## src/rtl/mm_sched_pkg.sv

```systemverilog
// ============================================================================
// Module   : mm_sched_pkg
// Brief    : Shared types and default widths for the matrix-multiply tile
//            scheduler (state encoding, tile instruction record).
// Revision : 1.0 - initial release
// ============================================================================
`default_nettype none

package mm_sched_pkg;

  // Default geometry; the scheduler's parameters take these as defaults.
  localparam int unsigned MM_N         = 4;
  localparam int unsigned MM_ADDR_BITS = 64;
  localparam int unsigned MM_MAX_LEN   = 4096;
  localparam int unsigned MM_CNT_BITS  = $clog2(MM_MAX_LEN + 1);
  localparam int unsigned MM_REP_BITS  = $clog2(MM_MAX_LEN / MM_N + 1);

  // Scheduler sequencing states.
  typedef enum logic [1:0] {
    IDLE    = 2'd0,
    ISSUE_A = 2'd1,
    ISSUE_B = 2'd2,
    DONE    = 2'd3
  } sched_state_e;

  // One memory-buffer tile instruction at the default widths.
  typedef struct packed {
    logic [MM_ADDR_BITS-1:0] address;
    logic [MM_CNT_BITS-1:0]  length;
    logic [MM_REP_BITS-1:0]  repeats;
  } mm_instr_t;

endpackage

`default_nettype wire

```

## src/rtl/mm_tile_addr_gen.sv

```systemverilog
// ============================================================================
// Module   : mm_tile_addr_gen
// Brief    : Tile pointer and index counter. Loads a base address, then on
//            each step either advances the pointer by a fixed stride or, after
//            the last index, wraps both the index and the pointer to base.
// Revision : 1.0 - initial release
// ============================================================================
`default_nettype none

module mm_tile_addr_gen #(
  parameter int unsigned ADDR_BITS = 64,
  parameter int unsigned IDX_BITS  = 11
) (
  input  logic                 clk,
  input  logic                 reset_n,
  input  logic                 load_i,
  input  logic                 step_i,
  input  logic [ADDR_BITS-1:0] base_i,
  input  logic [ADDR_BITS-1:0] stride_i,
  input  logic [IDX_BITS-1:0]  last_idx_i,
  output logic [ADDR_BITS-1:0] ptr_o,
  output logic [IDX_BITS-1:0]  idx_o,
  output logic                 last_o
);

  logic [ADDR_BITS-1:0] base_q, base_d;
  logic [ADDR_BITS-1:0] ptr_q,  ptr_d;
  logic [IDX_BITS-1:0]  idx_q,  idx_d;

  assign last_o = (idx_q == last_idx_i);
  assign ptr_o  = ptr_q;
  assign idx_o  = idx_q;

  // Next pointer/index: load wins over step; stepping past the last index wraps to base.
  always_comb begin
    base_d = base_q;
    ptr_d  = ptr_q;
    idx_d  = idx_q;
    if (load_i) begin
      base_d = base_i;
      ptr_d  = base_i;
      idx_d  = '0;
    end else if (step_i) begin
      if (last_o) begin
        idx_d = '0;
        ptr_d = base_q;
      end else begin
        idx_d = idx_q + IDX_BITS'(1);
        ptr_d = ptr_q + stride_i;
      end
    end
  end

  // Counter state register.
  always_ff @(posedge clk or negedge reset_n) begin
    if (!reset_n) begin
      base_q <= '0;
      ptr_q  <= '0;
      idx_q  <= '0;
    end else begin
      base_q <= base_d;
      ptr_q  <= ptr_d;
      idx_q  <= idx_d;
    end
  end

endmodule

`default_nettype wire

```

## src/rtl/mm_tile_scheduler.sv

```systemverilog
// ============================================================================
// Module   : mm_tile_scheduler
// Brief    : Sequences C = A * B as tile instructions to the A-side and B-side
//            memory buffers: one A instruction per row-tile (repeat = column
//            tiles) followed by one B instruction per column-tile, with the
//            output tile coordinate published alongside each B instruction.
// Options  : MM_SCHED_PERF_EN adds saturating A/B stall-cycle counters.
// Revision : 1.0 - initial release
// ============================================================================
`default_nettype none

module mm_tile_scheduler
  import mm_sched_pkg::*;
#(
  parameter int unsigned N                    = MM_N,
  parameter int unsigned MEMORY_ADDRESS_BITS  = MM_ADDR_BITS,
  parameter int unsigned MAX_MATRIX_LENGTH    = MM_MAX_LEN,
  parameter int unsigned COUNTER_BITS         = $clog2(MAX_MATRIX_LENGTH + 1),
  parameter int unsigned REPEATS_COUNTER_BITS = $clog2(MAX_MATRIX_LENGTH / N + 1)
) (
  input  logic                            clk,
  input  logic                            reset_n,
  input  logic                            cmd_valid,
  output logic                            cmd_ready,
  input  logic [MEMORY_ADDRESS_BITS-1:0]  cmd_base_a,
  input  logic [MEMORY_ADDRESS_BITS-1:0]  cmd_base_b,
  input  logic [COUNTER_BITS-1:0]         cmd_rows,
  input  logic [COUNTER_BITS-1:0]         cmd_cols,
  input  logic [COUNTER_BITS-1:0]         cmd_k,
  output logic                            a_instr_valid,
  input  logic                            a_instr_ready,
  output logic [MEMORY_ADDRESS_BITS-1:0]  a_address,
  output logic [COUNTER_BITS-1:0]         a_length,
  output logic [REPEATS_COUNTER_BITS-1:0] a_repeats,
  output logic                            b_instr_valid,
  input  logic                            b_instr_ready,
  output logic [MEMORY_ADDRESS_BITS-1:0]  b_address,
  output logic [COUNTER_BITS-1:0]         b_length,
  output logic [REPEATS_COUNTER_BITS-1:0] b_repeats,
  output logic [REPEATS_COUNTER_BITS-1:0] tile_row,
  output logic [REPEATS_COUNTER_BITS-1:0] tile_col,
`ifdef MM_SCHED_PERF_EN
  output logic [31:0]                     perf_a_stall_cycles,
  output logic [31:0]                     perf_b_stall_cycles,
`endif
  output logic                            busy,
  output logic                            done,
  output logic                            cmd_error
);

  localparam int unsigned N_LOG2 = $clog2(N);

  sched_state_e state_q, state_d;

  logic [COUNTER_BITS-1:0]         k_q;
  logic [REPEATS_COUNTER_BITS-1:0] row_tiles_q, col_tiles_q;
  logic [MEMORY_ADDRESS_BITS-1:0]  stride_q;
  logic                            err_q, err_d;

  logic                            load;
  logic                            a_step, b_step;
  logic                            a_last, b_last;
  logic                            cmd_ok;

  logic [REPEATS_COUNTER_BITS-1:0] rows_tiles_w, cols_tiles_w;
  logic [MEMORY_ADDRESS_BITS-1:0]  stride_w;
  logic                            rows_aligned, cols_aligned;

  // Divide-by-N and stride product are only evaluated at command accept.
  if ((32'd1 << N_LOG2) == N) begin : g_div_shift
    assign rows_tiles_w = REPEATS_COUNTER_BITS'(cmd_rows >> N_LOG2);
    assign cols_tiles_w = REPEATS_COUNTER_BITS'(cmd_cols >> N_LOG2);
    assign rows_aligned = ((cmd_rows & COUNTER_BITS'(N - 1)) == '0);
    assign cols_aligned = ((cmd_cols & COUNTER_BITS'(N - 1)) == '0);
    assign stride_w     = MEMORY_ADDRESS_BITS'(cmd_k) << N_LOG2;
  end else begin : g_div_const
    assign rows_tiles_w = REPEATS_COUNTER_BITS'(cmd_rows / COUNTER_BITS'(N));
    assign cols_tiles_w = REPEATS_COUNTER_BITS'(cmd_cols / COUNTER_BITS'(N));
    assign rows_aligned = ((cmd_rows % COUNTER_BITS'(N)) == '0);
    assign cols_aligned = ((cmd_cols % COUNTER_BITS'(N)) == '0);
    assign stride_w     = MEMORY_ADDRESS_BITS'(cmd_k) * MEMORY_ADDRESS_BITS'(N);
  end

  assign cmd_ok = (cmd_rows != '0) && (cmd_cols != '0) && (cmd_k != '0) &&
                  rows_aligned && cols_aligned &&
                  (32'(cmd_rows) <= MAX_MATRIX_LENGTH) &&
                  (32'(cmd_cols) <= MAX_MATRIX_LENGTH) &&
                  (32'(cmd_k)    <= MAX_MATRIX_LENGTH);

  // Next-state and control strobes; A walks row-tiles, B walks column-tiles.
  always_comb begin
    state_d = state_q;
    err_d   = 1'b0;
    load    = 1'b0;
    a_step  = 1'b0;
    b_step  = 1'b0;
    unique case (state_q)
      IDLE: begin
        if (cmd_valid) begin
          if (cmd_ok) begin
            load    = 1'b1;
            state_d = ISSUE_A;
          end else begin
            err_d = 1'b1;
          end
        end
      end
      ISSUE_A: begin
        if (a_instr_ready) state_d = ISSUE_B;
      end
      ISSUE_B: begin
        if (b_instr_ready) begin
          b_step = 1'b1;
          if (b_last) begin
            // Row finished: the A pointer/row index advance here, which is
            // where the next A instruction (if any) first needs them.
            a_step  = 1'b1;
            state_d = a_last ? DONE : ISSUE_A;
          end
        end
      end
      DONE: begin
        state_d = IDLE;
      end
      default: state_d = IDLE;
    endcase
  end

  // FSM state and error pulse register.
  always_ff @(posedge clk or negedge reset_n) begin
    if (!reset_n) begin
      state_q <= IDLE;
      err_q   <= 1'b0;
    end else begin
      state_q <= state_d;
      err_q   <= err_d;
    end
  end

  // Command fields latched once at accept.
  always_ff @(posedge clk or negedge reset_n) begin
    if (!reset_n) begin
      k_q         <= '0;
      row_tiles_q <= '0;
      col_tiles_q <= '0;
      stride_q    <= '0;
    end else if (load) begin
      k_q         <= cmd_k;
      row_tiles_q <= rows_tiles_w;
      col_tiles_q <= cols_tiles_w;
      stride_q    <= stride_w;
    end
  end

  mm_tile_addr_gen #(
    .ADDR_BITS (MEMORY_ADDRESS_BITS),
    .IDX_BITS  (REPEATS_COUNTER_BITS)
  ) u_a_gen (
    .clk        (clk),
    .reset_n    (reset_n),
    .load_i     (load),
    .step_i     (a_step),
    .base_i     (cmd_base_a),
    .stride_i   (stride_q),
    .last_idx_i (row_tiles_q - REPEATS_COUNTER_BITS'(1)),
    .ptr_o      (a_address),
    .idx_o      (tile_row),
    .last_o     (a_last)
  );

  mm_tile_addr_gen #(
    .ADDR_BITS (MEMORY_ADDRESS_BITS),
    .IDX_BITS  (REPEATS_COUNTER_BITS)
  ) u_b_gen (
    .clk        (clk),
    .reset_n    (reset_n),
    .load_i     (load),
    .step_i     (b_step),
    .base_i     (cmd_base_b),
    .stride_i   (stride_q),
    .last_idx_i (col_tiles_q - REPEATS_COUNTER_BITS'(1)),
    .ptr_o      (b_address),
    .idx_o      (tile_col),
    .last_o     (b_last)
  );

  assign cmd_ready     = (state_q == IDLE);
  assign busy          = (state_q != IDLE);
  assign done          = (state_q == DONE);
  assign cmd_error     = err_q;
  assign a_instr_valid = (state_q == ISSUE_A);
  assign b_instr_valid = (state_q == ISSUE_B);
  assign a_length      = k_q;
  assign a_repeats     = col_tiles_q;
  assign b_length      = k_q;
  assign b_repeats     = REPEATS_COUNTER_BITS'(1);

`ifdef MM_SCHED_PERF_EN
  logic [31:0] perf_a_q, perf_b_q;

  // Saturating back-pressure counters, restarted by each accepted command.
  always_ff @(posedge clk or negedge reset_n) begin
    if (!reset_n) begin
      perf_a_q <= '0;
      perf_b_q <= '0;
    end else if (load) begin
      perf_a_q <= '0;
      perf_b_q <= '0;
    end else begin
      if (a_instr_valid && !a_instr_ready && (perf_a_q != '1)) perf_a_q <= perf_a_q + 32'd1;
      if (b_instr_valid && !b_instr_ready && (perf_b_q != '1)) perf_b_q <= perf_b_q + 32'd1;
    end
  end

  assign perf_a_stall_cycles = perf_a_q;
  assign perf_b_stall_cycles = perf_b_q;
`endif

endmodule

`default_nettype wire
```

## config.mk

```make
export PLATFORM = sky130hd
export DESIGN_NAME = mm_tile_scheduler
export DESIGN_NICKNAME = d
export VERILOG_FILES = /design/src/rtl/mm_sched_pkg.sv /design/src/rtl/mm_tile_addr_gen.sv /design/src/rtl/mm_tile_scheduler.sv
export SDC_FILE = /design/constraint.sdc
export NUM_CORES = 1
export LEC_CHECK = 0
export CORE_ASPECT_RATIO = 1.25
export CORE_MARGIN = 2
export CORE_UTILIZATION = 58
export CTS_BUF_LIST = sky130_fd_sc_hd__clkbuf_8
export DETAILED_ROUTE_END_ITERATION = 16
export GPL_TIMING_DRIVEN = 0
export PLACE_DENSITY_LB_ADDON = 0.15
export SLEW_MARGIN = 10
export SYNTH_ARGS = -nofsm -noshare
export SYNTH_HDL_FRONTEND = slang
export SYNTH_SLANG_ARGS = --single-unit
export TNS_END_PERCENT = 50
```

## constraint.sdc

```tcl
create_clock -name clk -period 7.9 [get_ports clk]
set_clock_uncertainty 0.2 [all_clocks]
set_input_delay 1.58 -clock clk [delete_from_list [all_inputs] [get_ports clk]]
set_output_delay 1.58 -clock clk [all_outputs]
set_load 0.005 [all_outputs]
```

# --- Word-level counts from Yosys, hierarchy flattened ---
# Cells that the tools add are included.
# W data, S select, Z words.
word_totals:
  elab_cells: 77
  out_inout_bits: 204
  regBits: 316
  in_bits: 172
op_classes:
  eq_ne: 10
  n_mux: 30
  n_reduce_logical: 17
  n_addsub: 6
  n_lt_le_gt_ge: 3
ops:
  columns: ["op", "n"]
  rows:
  - ["$mux W64", 6]
  - ["$add A64 B15 Y64", 2]
  - ["$mux W11", 6]
  - ["$le A13 B13 Y1 const B", 3]
  - ["$reduce_bool A13 Y1", 3]
  - ["$logic_not A13 Y1", 2]
  - ["$add A11 B1 Y11 const B", 2]
  - ["$eq A11 B11 Y1", 2]
  - ["$sub A11 B1 Y11 const B", 2]
  - ["$mux W2", 6]
  - ["$mux W1", 11]
  - ["$ne A2 B1 Y1 const B", 4]
  - ["$pmux W2 S4", 1]
  - ["$logic_and A1 B1 Y1", 7]
  - ["$reduce_bool A2 Y1", 3]
  - ["$reduce_and A5 Y1", 1]
  - ["$eq A2 B2 Y1 const B", 2]
  - ["$eq A2 B1 Y1 const B", 1]
  - ["$logic_not A2 Y1", 1]
  - ["$ne A2 B2 Y1 const B", 1]

# --- Logic depth before layout (Yosys ltp) ---
logic_depth:
  ltp_word: 12
  ltp_mapped: 12
  depth_no_buf: 10

# --- Hierarchy ---
# From an unflattened synthesis, not the netlist that was laid out.
unflattened:
  hier_cells: 2592
  area_unflattened_um2: 22161.3
modules_own_cells:
  columns: ["mod", "seq_area_each_um2", "area_each_um2", "cells_each", "instances"]
  rows:
  - ["mm_tile_addr_gen (u_b_gen)", 3478.3, 10023.4, 1207, 1]
  - ["mm_tile_addr_gen (u_a_gen)", 3478.3, 9905.8, 1196, 1]
  - ["mm_tile_scheduler", 950.9, 2232.1, 189, 1]

# --- Worst setup path before layout ---
# No wires, ideal clock.
synth_path:
  path_kind: "input to register"
  start: "input port cmd_cols[3]"
  end: "register u_b_gen.ptr_q[18], in the netlist u_b_gen.ptr_o[18]"
  path_stages: 9
  setup_slack_ns: 3.801
  required_ns: 7.613
  arrival_time_ns: 3.813
  setup_ns: 0.087
  cell_sequence: "nor4_1 -> a31oi_1 -> nor4b_1 -> and3_1 -> clkbuf_1 -> buf_1 -> buf_1 -> nand2_1 -> o211ai_1"
synth_between:
  elab_chain_len: 12
synth_rtl:
  columns: ["item", "line_no", "text"]
  rows:
  - ["from (decl)", "mm_tile_scheduler.sv:28", "input logic [COUNTER_BITS-1:0] cmd_cols,"]
  - ["parallel branches: the longest is 6 deep, another holds $le A13 B13 Y1", null, null]
  - ["$logic_and A1 B1 Y1 (*)", "mm_tile_scheduler.sv:86", "(32'(cmd_rows) <= MAX_MATRIX_LENGTH) &&"]
  - ["$logic_and A1 B1 Y1 (*)", "mm_tile_scheduler.sv:87", "(32'(cmd_cols) <= MAX_MATRIX_LENGTH) &&"]
  - ["$mux W1 (*)", "mm_tile_scheduler.sv:100", "if (cmd_ok) begin"]
  - ["$mux W1 (*)", "mm_tile_scheduler.sv:99", "if (cmd_valid) begin"]
  - ["$mux W1 (*)", "mm_tile_scheduler.sv:97", "unique case (state_q)"]
  - ["$mux W64 / $reduce_bool A2 Y1 (equally long branches)", null, null]
  - ["to (signal assigned)", "mm_tile_addr_gen.sv:62", "ptr_q <= ptr_d;"]
  - ["to (decl)", "mm_tile_addr_gen.sv:27", "logic [ADDR_BITS-1:0] ptr_q, ptr_d;"]
# Mark *: on every way between the ends.
# A chain may end at the register's enable or synchronous reset.

# --- Worst setup path in the final report ---
layout_path:
  start: "input port cmd_cols[9]"
  end: "register u_a_gen.ptr_q[9], in the netlist u_a_gen.ptr_o[9]"
layout_between:
  elab_chain_len: 12
layout_rtl:
  columns: ["item", "line_no"]
  rows:
  - ["parallel branches: the longest is 6 deep, another holds $le A13 B13 Y1", null]
  - ["$logic_and A1 B1 Y1 (*)", "mm_tile_scheduler.sv:86"]
  - ["$logic_and A1 B1 Y1 (*)", "mm_tile_scheduler.sv:87"]
  - ["$mux W1 (*)", "mm_tile_scheduler.sv:100"]
  - ["$mux W1 (*)", "mm_tile_scheduler.sv:99"]
  - ["$mux W1 (*)", "mm_tile_scheduler.sv:97"]
  - ["$mux W64 / $reduce_bool A2 Y1 (equally long branches)", null]
  - ["to (signal assigned)", "mm_tile_addr_gen.sv:62"]
  - ["to (decl)", "mm_tile_addr_gen.sv:27"]
# Marks and branches as above.

==> out/metrics.csv <==
stage;metric;value;unit
outcome;status;completed;
setup_path;reg2reg_to;u_b_gen.ptr_o[54]$_DFFE_PN0P_;
cts;cts-root-buf;clkbuf_8;
worst_hold_path;holdPathEnd;u_a_gen.base_q[34]$_DFFE_PN0P_;
final_layout;nets;2797;
detailed_routing;route.detailed.drc;0;
logic_synthesis;synth_top_flop_cell;dfrtp_1;
setup_path;critPathMaxFanout;10;
power;vdd_ir_drop_max;0.000194;V
place;hpwl;57400;um
final_layout;final_area;23500;um2
cts;cts_buffers;51;
detailed_routing;drtAntennaViolNets;0;
power;p_leak;10.8;nW
floorplanning;coreArea;30800;um2
detailed_routing;wirelength;80100;um
global_route;antenna_found_initial;3;
place;port_buffers;364;
timing;relSlewSlack;10.7;%
floorplanning;fp.dieW;162;um
cts;clockBufferDepth;3;
cts;cts_hold_buf;0;
setup_path;worstPathArrival;6.28;ns
timing;rsz0062_at_grt;no;
setup_path;cp.depth;10;
setup_path;crit_family;buffers and inverters;
cts;tritoncts;yes;
logic_synthesis;synth_area_leader_cell;dfrtp_1;
logic_synthesis;synth_edf_count;0;
setup_path;r2r_slack;2.50;ns
power;p_total;5.21;mW
logic_synthesis;synth.distinct_cells;79;
final_layout;multi_input_area;9440;um2
place;place_area;22300;um2
logic_synthesis;ys_warn_count;0;
floorplanning;placementRows;72;
detailed_routing;drtIter0Drc;2846;
logic_synthesis;ys_ff_latch;316;
global_route;grt_overflow;0;
logic_synthesis;async_flop_share;100;%
setup_path;critPathMaxStageDelay;0.89;ns
logic_synthesis;synth.avg_cell_area;8.34;um2
final_layout;synthToLayoutAreaGrowth;30.1;%
detailed_routing;viasPerCell;6.68;
worst_hold_path;hp-start;u_a_gen.base_q[34]$_DFFE_PN0P_;
cts;h-tree-depth;2;
worst_hold_path;min_path_type;register to register;
detailed_routing;dr.pass1.iters;6;
power;pwr_density_cell;222;nW/um2
cts;cts_setup_buffers;0;
setup_path;rr_worst_depth;11;
detailed_routing;routedWlPerCell;26.4;um
timing;fin_crit;5.92;ns
timing;timing.fmax;169;MHz
global_route;grt_pass1_vias;20500;
setup_path;cp_num_buf_inv;4;
logic_synthesis;synth_area_leaders;dfrtp_1 44%, nand2_1 12%, o21ai_0 4.1%;
final_layout;drive_gt1_share;5.52;%
cts;worstSkewPairLatency;0.64;ns
global_route;grtUsageTotal;48.8;%
floorplanning;die_h;201;um
final_layout;mostFrequentLayoutCell;nand2_1;
global_route;grt_pass1_wl;120000;um
final_layout;n_fill_cell;2232;
cts;clk_pin_slew;0.07;ns
detailed_routing;via_count;20300;
logic_synthesis;yosysSeqAreaShare;43.8;%
setup_path;cp-start-kind;primary input;
worst_hold_path;hold_depth;2;
setup_path;worstPathCellList;clkdlybuf4s50_1 > nor4_1 > a31oi_1 > nor4b_1 > and3_1 > clkbuf_1 > clkbuf_1 > buf_1 > nand2_1 > nand2_1;
setup_path;crit_path_end_kind;register;
global_route;grt_max_degree;108;
timing;setup_viol;0;
cts;ctsResizeCount;0;
final_layout;regArea;7910;um2
logic_synthesis;netlist_area;18100;um2
logic_synthesis;synthCells;2164;
setup_path;criticalPathCategory;primary input to register;
setup_path;worstPathRequired;8.27;ns
place;gp_congestion;1.03;
timing;maxSlewViolCount;0;
final_layout;final_cell_mix;592 x nand2_1, 363 x clkdlybuf4s50_1, 316 x dfrtp_1, 147 x o21ai_0, 106 x nor2_1;
floorplanning;start_util;58.6;%
setup_path;r2r_start;a_repeats[0]$_DFFE_PN0P_;
cts;cts_sinks;316;
setup_path;slowest_stage;buf_1;
timing;period_share;74.9;%
timing;hold_violations;0;
timing;max_slew.worst_pin.slew;1.34;ns
logic_synthesis;synth.top_cell.area_share;43.8;%
floorplanning;dieArea;32600;um2
flow_run;drv_cap;0;
floorplanning;ios;376;
-- metrics by stage --
| step | cells | setup TNS [ns] | utilization (%) | hold WS (ns) | setup WS [ns] |
|---|---|---|---|---|---|
| floorplan | 2173 | 0 | - | 0.227 | 3.80 |
| global placement | 2944 | -2687.38 | 72.2 | 0.242 | -8.55 |
| detailed placement | 2947 | 0 | 72.4 | 0.252 | 1.57 |
| CTS | 3036 | 0 | 76.2 | 0.266 | 2.17 |
| global route | 3038 | 0 | 76.3 | 0.293 | 1.89 |
| finish | 3038 | 0 | 76.3 | 0.269 | 1.98 |
-- Yosys cell counts, types with 19 or more instances --
master and instances:
a211oi_1 27, nor4_1 31, mux2i_1 23, a21o_1 23, xor2_1 32, a31oi_1 26, nand2_1 592, ha_1 30
buf_4 25, o21ai_0 147, xnor2_1 50, nor2_1 106, nor3_1 43, dfrtp_1 316, nand4_1 31, and3_1 42
o211ai_1 37, o31ai_1 23, a22oi_1 19, inv_1 32, a21oi_1 92, clkbuf_1 85, nand3_1 64
-- worst register-to-register path, delay by kind of cell (launching register included) --
family                   cells  cell delay [ns]
AND/OR/NAND/NOR              3             1.45
XOR/XNOR                     1             0.11
flip-flops                   1             0.46
buffers and inverters        3             1.50
adder cells (fa/ha/maj)      1             0.22
AO/OA/AOI/OAI                3             1.29
-- routing by layer --
metal	track usage [%]	share of wire, %	up-vias
met5	0	0.010	-
met4	41.3	10	2
met3	12.9	12	510
met2	75.8	45	1741
met1	56.0	33	9547
li1	-	-	8496
-- flip-flops by register name (all words and copies together), names as in the netlist --
name,cells
u_b_gen.base_q,64
cmd_error,1
a_repeats,11
state_q,2
row_tiles_q,11
u_a_gen.base_q,64
u_a_gen.ptr_o,64
stride_q,13
u_a_gen.idx_o,11
u_b_gen.idx_o,11
u_b_gen.ptr_o,64
-- report_power, final --
group	total, mW	leakage, nW	internal, mW	switching (mW)
Combinational	1.40	5.99	0.706	0.691
Clock	1.69	0.653	0.962	0.725
Sequential	2.12	4.20	1.83	0.295
-- cell type report --
class	count	share of cell area, %
tap	407	2.17
buffer	138	2.69
inverter	32	0.511
clock buffer	65	3.81
sequential	316	33.7
clock inverter	24	1.18
multi-input combinational	1687	40.2
antenna	2	0.0213
timing repair buffer	367	15.8
-- cell families (layout without fill, tap and decap cells) --
family | Yosys count | in the layout | share of synthesized area [%]
and+or+nand+nor | 1025 | 1025 | 25.6
AOI/OAI and AO/OA | 510 | 510 | 18.5
DFF | 316 | 316 | 43.8
buffers and inverters | 170 | 626 | 4.17
xor gates and xnor gates | 83 | 83 | 4.10
adders and majority gates | 32 | 32 | 2.30
muxes | 26 | 26 | 1.46
other | 2 | 13 | 0.0416
-- worst max path at each step --
stage / start / endpoint / slack [ns]
after floorplan: cmd_cols[3] / u_b_gen.ptr_o[18]$_DFFE_PN0P_ / 3.80
after global placement: reset_n / u_b_gen.base_q[45]$_DFFE_PN0P_ / -8.55
after detailed placement: cmd_cols[9] / u_a_gen.ptr_o[3]$_DFFE_PN0P_ / 1.57
after CTS: cmd_cols[9] / u_a_gen.ptr_o[9]$_DFFE_PN0P_ / 2.17
after global routing: cmd_cols[6] / u_a_gen.ptr_o[9]$_DFFE_PN0P_ / 1.89
final: cmd_cols[9] / u_a_gen.ptr_o[9]$_DFFE_PN0P_ / 1.98
No activity file was read; power rests on OpenSTA's default activity.
==> patch 1: new RTL, same flow settings <==
Put one more register stage on the output `cmd_error`, without a reset. The value now appears one clock later. The other outputs are not delayed to match.
--- a/src/rtl/mm_tile_scheduler.sv
+++ b/src/rtl/mm_tile_scheduler.sv
@@ -189,3 +189,5 @@
   assign done          = (state_q == DONE);
-  assign cmd_error     = err_q;
+  always_ff @(posedge clk) begin
+    cmd_error <= err_q;
+  end
   assign a_instr_valid = (state_q == ISSUE_A);
Formal check against the unedited RTL: not equivalent (a bounded check fails within 4 cycles, from zero or initial values and one cycle with reset_n low).
==> patch 1 against the original RTL <==
Sequential cell count rose by 1. Die area rose by 0.10%. Worst setup slack got worse by 150 ps. Global-route usage fell by 0.74 points. Critical path depth did not move. Utilization fell by 0.20 points. Cell area fell by 0.27%. Synthesized area rose by 0.11%. Total power fell by 3.0%. Worst hold slack got worse by 95 ps. Sequential share of layout area rose by 0.18 points. Routed wire length fell by 0.19%.
==> patch 1: results (changes against the original RTL) <==
stage	metric	value	unit	change
outcome	status	finished, final reports clean		
placement	dpl hpwl	57400	um	about the same
clock_network	root buffer selected by CTS	clkbuf_8		
detailed_routing	drt initial violations	2856		+0.35%
detailed_routing	via count	20300		+0.12%
logic_synthesis	Async SR Flop Fraction	99.7	%	-0.32 points
global_routing	Total Routing Usage GR	48.1	%	-0.74 points
detailed_routing	Avg WL per Cell	26.3	um	-0.42%
clock_network	Post-CTS Setup Inserts	0		unchanged
setup_path	R2R cell count	11		unchanged
logic_synthesis	Yosys cell types	80		+1.3%
setup_path	critical path arrival	6440	ps	+160 ps
global_routing	initial antenna violation count	3		unchanged
clock_network	clock transition at the registers of the reported paths	70	ps	about the same
setup_path	cell family with most CP delay	buffers and inverters		
logic_synthesis	Synth Area in Compound Gates	18.5	%	-0.020 points
setup_path	Slowest-stage cell, CP	clkbuf_1		
setup_path	flop-to-flop setup slack	2250	ps	-250 ps
detailed_routing	Detailed Routing Iterations Pass 1	7		+1
worst_hold_path	Hold Path Sink	cmd_error		
setup_path	CP max stage delay	900	ps	
final_layout	Non-Filler Instances	3045		+0.23%
clock_network	H-tree levels	2		unchanged
worst_hold_path	hold-critical path depth	0		-2
global_routing	largest net degree at the start of global routing	104		-3.7%
placement	I/O Buffers	364		unchanged
logic_synthesis	xor/xnor share of the synthesized area	4.10	%	-0.0045 points
sta	Max-Slew Margin vs Limit	11.8	%	+1.1 points
logic_synthesis	sequential area share after synthesis	43.9	%	+0.062 points
setup_path	FF-to-FF End	u_b_gen.ptr_o[50]		
setup_path	critical path peak fanout	10		unchanged
clock_network	Clk Latency, worst-skew pair	630	ps	
placement	Inst Count DP	2948		+0.034%
final_layout	fin nets	2798		+0.036%
power	Max IR drop VDD	189	uV	-2.5%
logic_synthesis	Post-Synth Adder-Cell Area	2.30	%	-0.0025 points
global_routing	first-pass GRT wire length	118000	um	-1.8%
power	P_leak	10.8	nW	-0.40%
clock_network	post-CTS resize count	0		unchanged
worst_hold_path	Worst Hold Class	reg2reg		
placement	placer congestion estimate	1.03		-0.78%
logic_synthesis	syn avg cell area	8.35	sq um	about the same
final_layout	Layout fillers	2174		-2.6%
logic_synthesis	top_reg_cell synth	dfrtp_1		
final_layout	layout cells sized above 1	5.74	%	+0.22 points
logic_synthesis	commonest cells in the netlist	nand2_1 (592), dfrtp_1 (316), o21ai_0 (147), nor2_1 (106), a21oi_1 (92)		
logic_synthesis	synth top area cells	dfrtp_1 (44%), nand2_1 (12%), o21ai_0 (4.1%), a21oi_1 (2.5%), xnor2_1 (2.4%)		
logic_synthesis	synth warn	0		unchanged
worst_hold_path	HP Start	err_q		
clock_network	CTS Buf Count	51		unchanged
sta	final hold slack	174	ps	-95.3 ps
setup_path	RR Startpoint	a_repeats[0]		
placement	placed inst area	22400	sq um	+0.18%
clock_network	CTS max path bufs	3		unchanged
logic_synthesis	mux contribution to synthesized area	1.46	%	-0.0016 points
placement	dpl ws	1540	ps	-25.4 ps
==> patch 1: cell count changes in the layout (fill, tap and decap cells not counted), moves of 2 or more <==
cell and change:
clkinv_2 +11, bufinv_16 -4, clkbuf_8 -4, diode_2 +4, inv_1 -4, clkinvlp_4 +2
==> patch 1: layout make-up <==
type                            instances  area (sq um)  area share [%]
Multi-Input combinational cell       1687          9440            40.3
Antenna cell                            6          15.0          0.0641
Inverter                               32           120           0.513
Sequential cell                       317          7930            33.8
Clock buffer                           61           840            3.58
Timing Repair Buffer                  367          3730            15.9
Tap cell                              407           509            2.17
Buffer                                138           633            2.70
Clock inverter                         30           221           0.945
==> patch 1: power breakdown <==
| group | total [mW] | switching (mW) | internal (mW) |
|---|---|---|---|
| Combinational | 1.39 | 0.687 | 0.708 |
| Clock | 1.53 | 0.728 | 0.802 |
| Sequential | 2.13 | 0.293 | 1.84 |
| Total | 5.05 | 1.71 | 3.35 |
==> patch 1: layer usage <==
metal | track usage (%) | vias up | wire, um
li1 | - | 8496 | -
met1 | 55.3 | 9574 | 26300
met5 | 0 | - | 0
met4 | 38.6 | 0 | 7660
met2 | 75.9 | 1730 | 36200
met3 | 12.4 | 521 | 9750
==> patch 1: how the worst max path moves through the flow <==
stage,slack (ps),endpoint,cells past startpoint,startpoint
global route,1910,u_a_gen.base_q[7],10,cmd_k[6]
global placement,-8540,u_b_gen.base_q[45],1,reset_n
CTS,2160,u_a_gen.ptr_o[7],10,cmd_k[9]
finish,1830,u_a_gen.ptr_o[3],10,cmd_cols[1]
floorplan,3800,u_b_gen.ptr_o[18],9,cmd_cols[3]
detailed placement,1540,u_a_gen.base_q[3],10,cmd_cols[1]
==> patch 2: new RTL, same flow settings <==
Without the edit above. The package constant `MM_ADDR_BITS` goes from 64 to 56.
--- a/src/rtl/mm_sched_pkg.sv
+++ b/src/rtl/mm_sched_pkg.sv
@@ -12,3 +12,3 @@
   localparam int unsigned MM_N         = 4;
-  localparam int unsigned MM_ADDR_BITS = 64;
+  localparam int unsigned MM_ADDR_BITS = 56;
   localparam int unsigned MM_MAX_LEN   = 4096;
Interface: changed (resized a_address, b_address, cmd_base_a and cmd_base_b); port bits go from 376 to 344. The function was not compared with the original's and may differ.
==> patch 2 against the original RTL <==
Combinational power fell by 9%. Sequential cell count fell by 32. Non-clock buffer count fell by 31. Fmax fell by 6.5%. Worst setup slack got worse by 410 ps. Routed wire length fell by 18%. Final cell count fell by 11%. Critical path depth rose by 1. Sequential power fell by 9%. Synthesized area fell by 10%. Total power fell by 15%. Cell area fell by 11%. Critical endpoint is now stride_q[10]. Highest routed layer is now met4.
==> patch 2: results (changes against the original RTL) <==
stage	metric	value	unit	change
setup_path	RR Startpoint	row_tiles_q[0]		
global_routing	Total Routing Usage GR	43.8	%	-5.0 points
placement	placer congestion estimate	1.02		-1.4%
clock_network	clock transition at the registers of the reported paths	70	ps	about the same
placement	dpl ws	1330	ps	-234 ps
detailed_routing	M1 WL	23100	um	-12%
setup_path	FF-to-FF End	u_a_gen.idx_o[8]		
logic_synthesis	synth top area cells	dfrtp_1 (44%), nand2_1 (12%), o21ai_0 (3.3%), a21oi_1 (3.0%), ha_1 (2.3%)		
setup_path	flop-to-flop setup slack	3320	ps	+820 ps
placement	placed inst area	20100	sq um	-10%
final_layout	layout cells sized above 1	4.91	%	-0.60 points
logic_synthesis	Synth top area share	43.8	%	about the same
detailed_routing	drt initial violations	2131		-25%
global_routing	first-pass GRT wire length	99100	um	-17%
outcome	status	finished, final reports clean		
setup_path	critical path peak fanout	10		unchanged
sta	Setup-failing EPs final	0		unchanged
worst_hold_path	Hold Path Sink	u_a_gen.base_q[21]		
worst_hold_path	HP Start	u_a_gen.base_q[21]		
global_routing	largest net degree at the start of global routing	105		-2.8%
clock_network	H-tree levels	2		unchanged
detailed_routing	uppermost layer routed	met4		
clock_network	Clk Latency, worst-skew pair	610	ps	-30 ps
global_routing	initial antenna violation count	3		unchanged
logic_synthesis	Synth Area in Compound Gates	18.9	%	+0.41 points
logic_synthesis	xor/xnor share of the synthesized area	4.39	%	+0.28 points
detailed_routing	Detailed Routing Iterations Pass 1	7		+1
logic_synthesis	top_reg_cell synth	dfrtp_1		
logic_synthesis	Post-Synth Adder-Cell Area	2.56	%	+0.26 points
worst_hold_path	Worst Hold Class	reg2reg		
detailed_routing	drt total wl	65800	um	-18%
detailed_routing	met3 WL	8240	um	-17%
clock_network	CTS max path bufs	3		unchanged
final_layout	multi-input logic area	8370	sq um	-11%
global_routing	vias in the first global route	17500		-15%
sta	Least-Margin Pin Slew	1260	ps	-75.5 ps
power	P_leak	9.77	nW	-9.9%
detailed_routing	via count	17800		-13%
power	Max IR drop VDD	191	uV	-1.3%
setup_path	critical path arrival	6650	ps	+370 ps
worst_hold_path	hold-critical path depth	2		unchanged
placement	I/O Buffers	332		-8.8%
placement	dpl hpwl	47700	um	-17%
logic_synthesis	sequential area share after synthesis	43.8	%	about the same
sta	final hold slack	264	ps	-5.14 ps
final_layout	fin nets	2520		-9.9%
logic_synthesis	synth warn	0		unchanged
detailed_routing	metal2 WL	30000	um	-16%
logic_synthesis	mux contribution to synthesized area	1.38	%	-0.082 points
clock_network	CTS Buf Count	46		-9.8%
setup_path	R2R cell count	13		+2
logic_synthesis	Yosys cell types	84		+6.3%
logic_synthesis	commonest cells in the netlist	nand2_1 (524), dfrtp_1 (284), o21ai_0 (108), a21oi_1 (97), nor2_1 (95)		
final_layout	Layout fillers	1991		-11%
patch 2: layer usage:
| metal | track usage, % | vias up |
|---|---|---|
| met4 | 26.3 | 0 |
| li1 | - | 7637 |
| met1 | 52.6 | 8461 |
| met2 | 70.1 | 1346 |
| met3 | 12.9 | 309 |
| met5 | 0 | - |
patch 2: layout make-up:
| cell class | instances | area share, % |
|---|---|---|
| multi-input combinational | 1486 | 39.9 |
| sequential | 284 | 33.9 |
| timing repair buffer | 334 | 16.1 |
| clock buffer | 55 | 3.61 |
| buffer | 140 | 3.09 |
| tap | 350 | 2.09 |
| inverter | 40 | 0.717 |
| clock inverter | 23 | 0.448 |
| antenna | 4 | 0.0478 |
patch 2: where the power goes:
part / switching [mW] / total, mW / internal, mW
logic: 0.625 / 1.27 / 0.645
clock network: 0.618 / 1.24 / 0.626
registers: 0.266 / 1.92 / 1.65
patch 2: worst max-delay path by stage:
stage / endpoint / from / slack (ps)
floorplan: u_a_gen.base_q[46] / cmd_k[6] / 3690
global placement: u_b_gen.base_q[38] / reset_n / -7100
detailed placement: u_a_gen.base_q[9] / cmd_k[9] / 1330
CTS: stride_q[10] / cmd_k[9] / 1910
global route: stride_q[10] / cmd_k[5] / 1730
finish: stride_q[10] / cmd_k[9] / 1570
patch 2: per-stage QoR:
step	setup TNS (ps)	cells	power (mW)
floorplan	0	1950	2.48
global placement	-2003250	2632	3.12
detailed placement	0	2634	3.16
CTS	0	2712	4.38
global route	0	2714	4.61
finish	0	2716	4.43
patch 2: worst max-delay path: stages:
cell and delay, ps:
clkdlybuf4s50_1 440, nor4_1 460, nand4_1 470, a2111oi_0 830, and3_1 310, buf_2 300, buf_1 700, clkbuf_1 700
buf_1 610, nand2_1 160, nand2_1 100
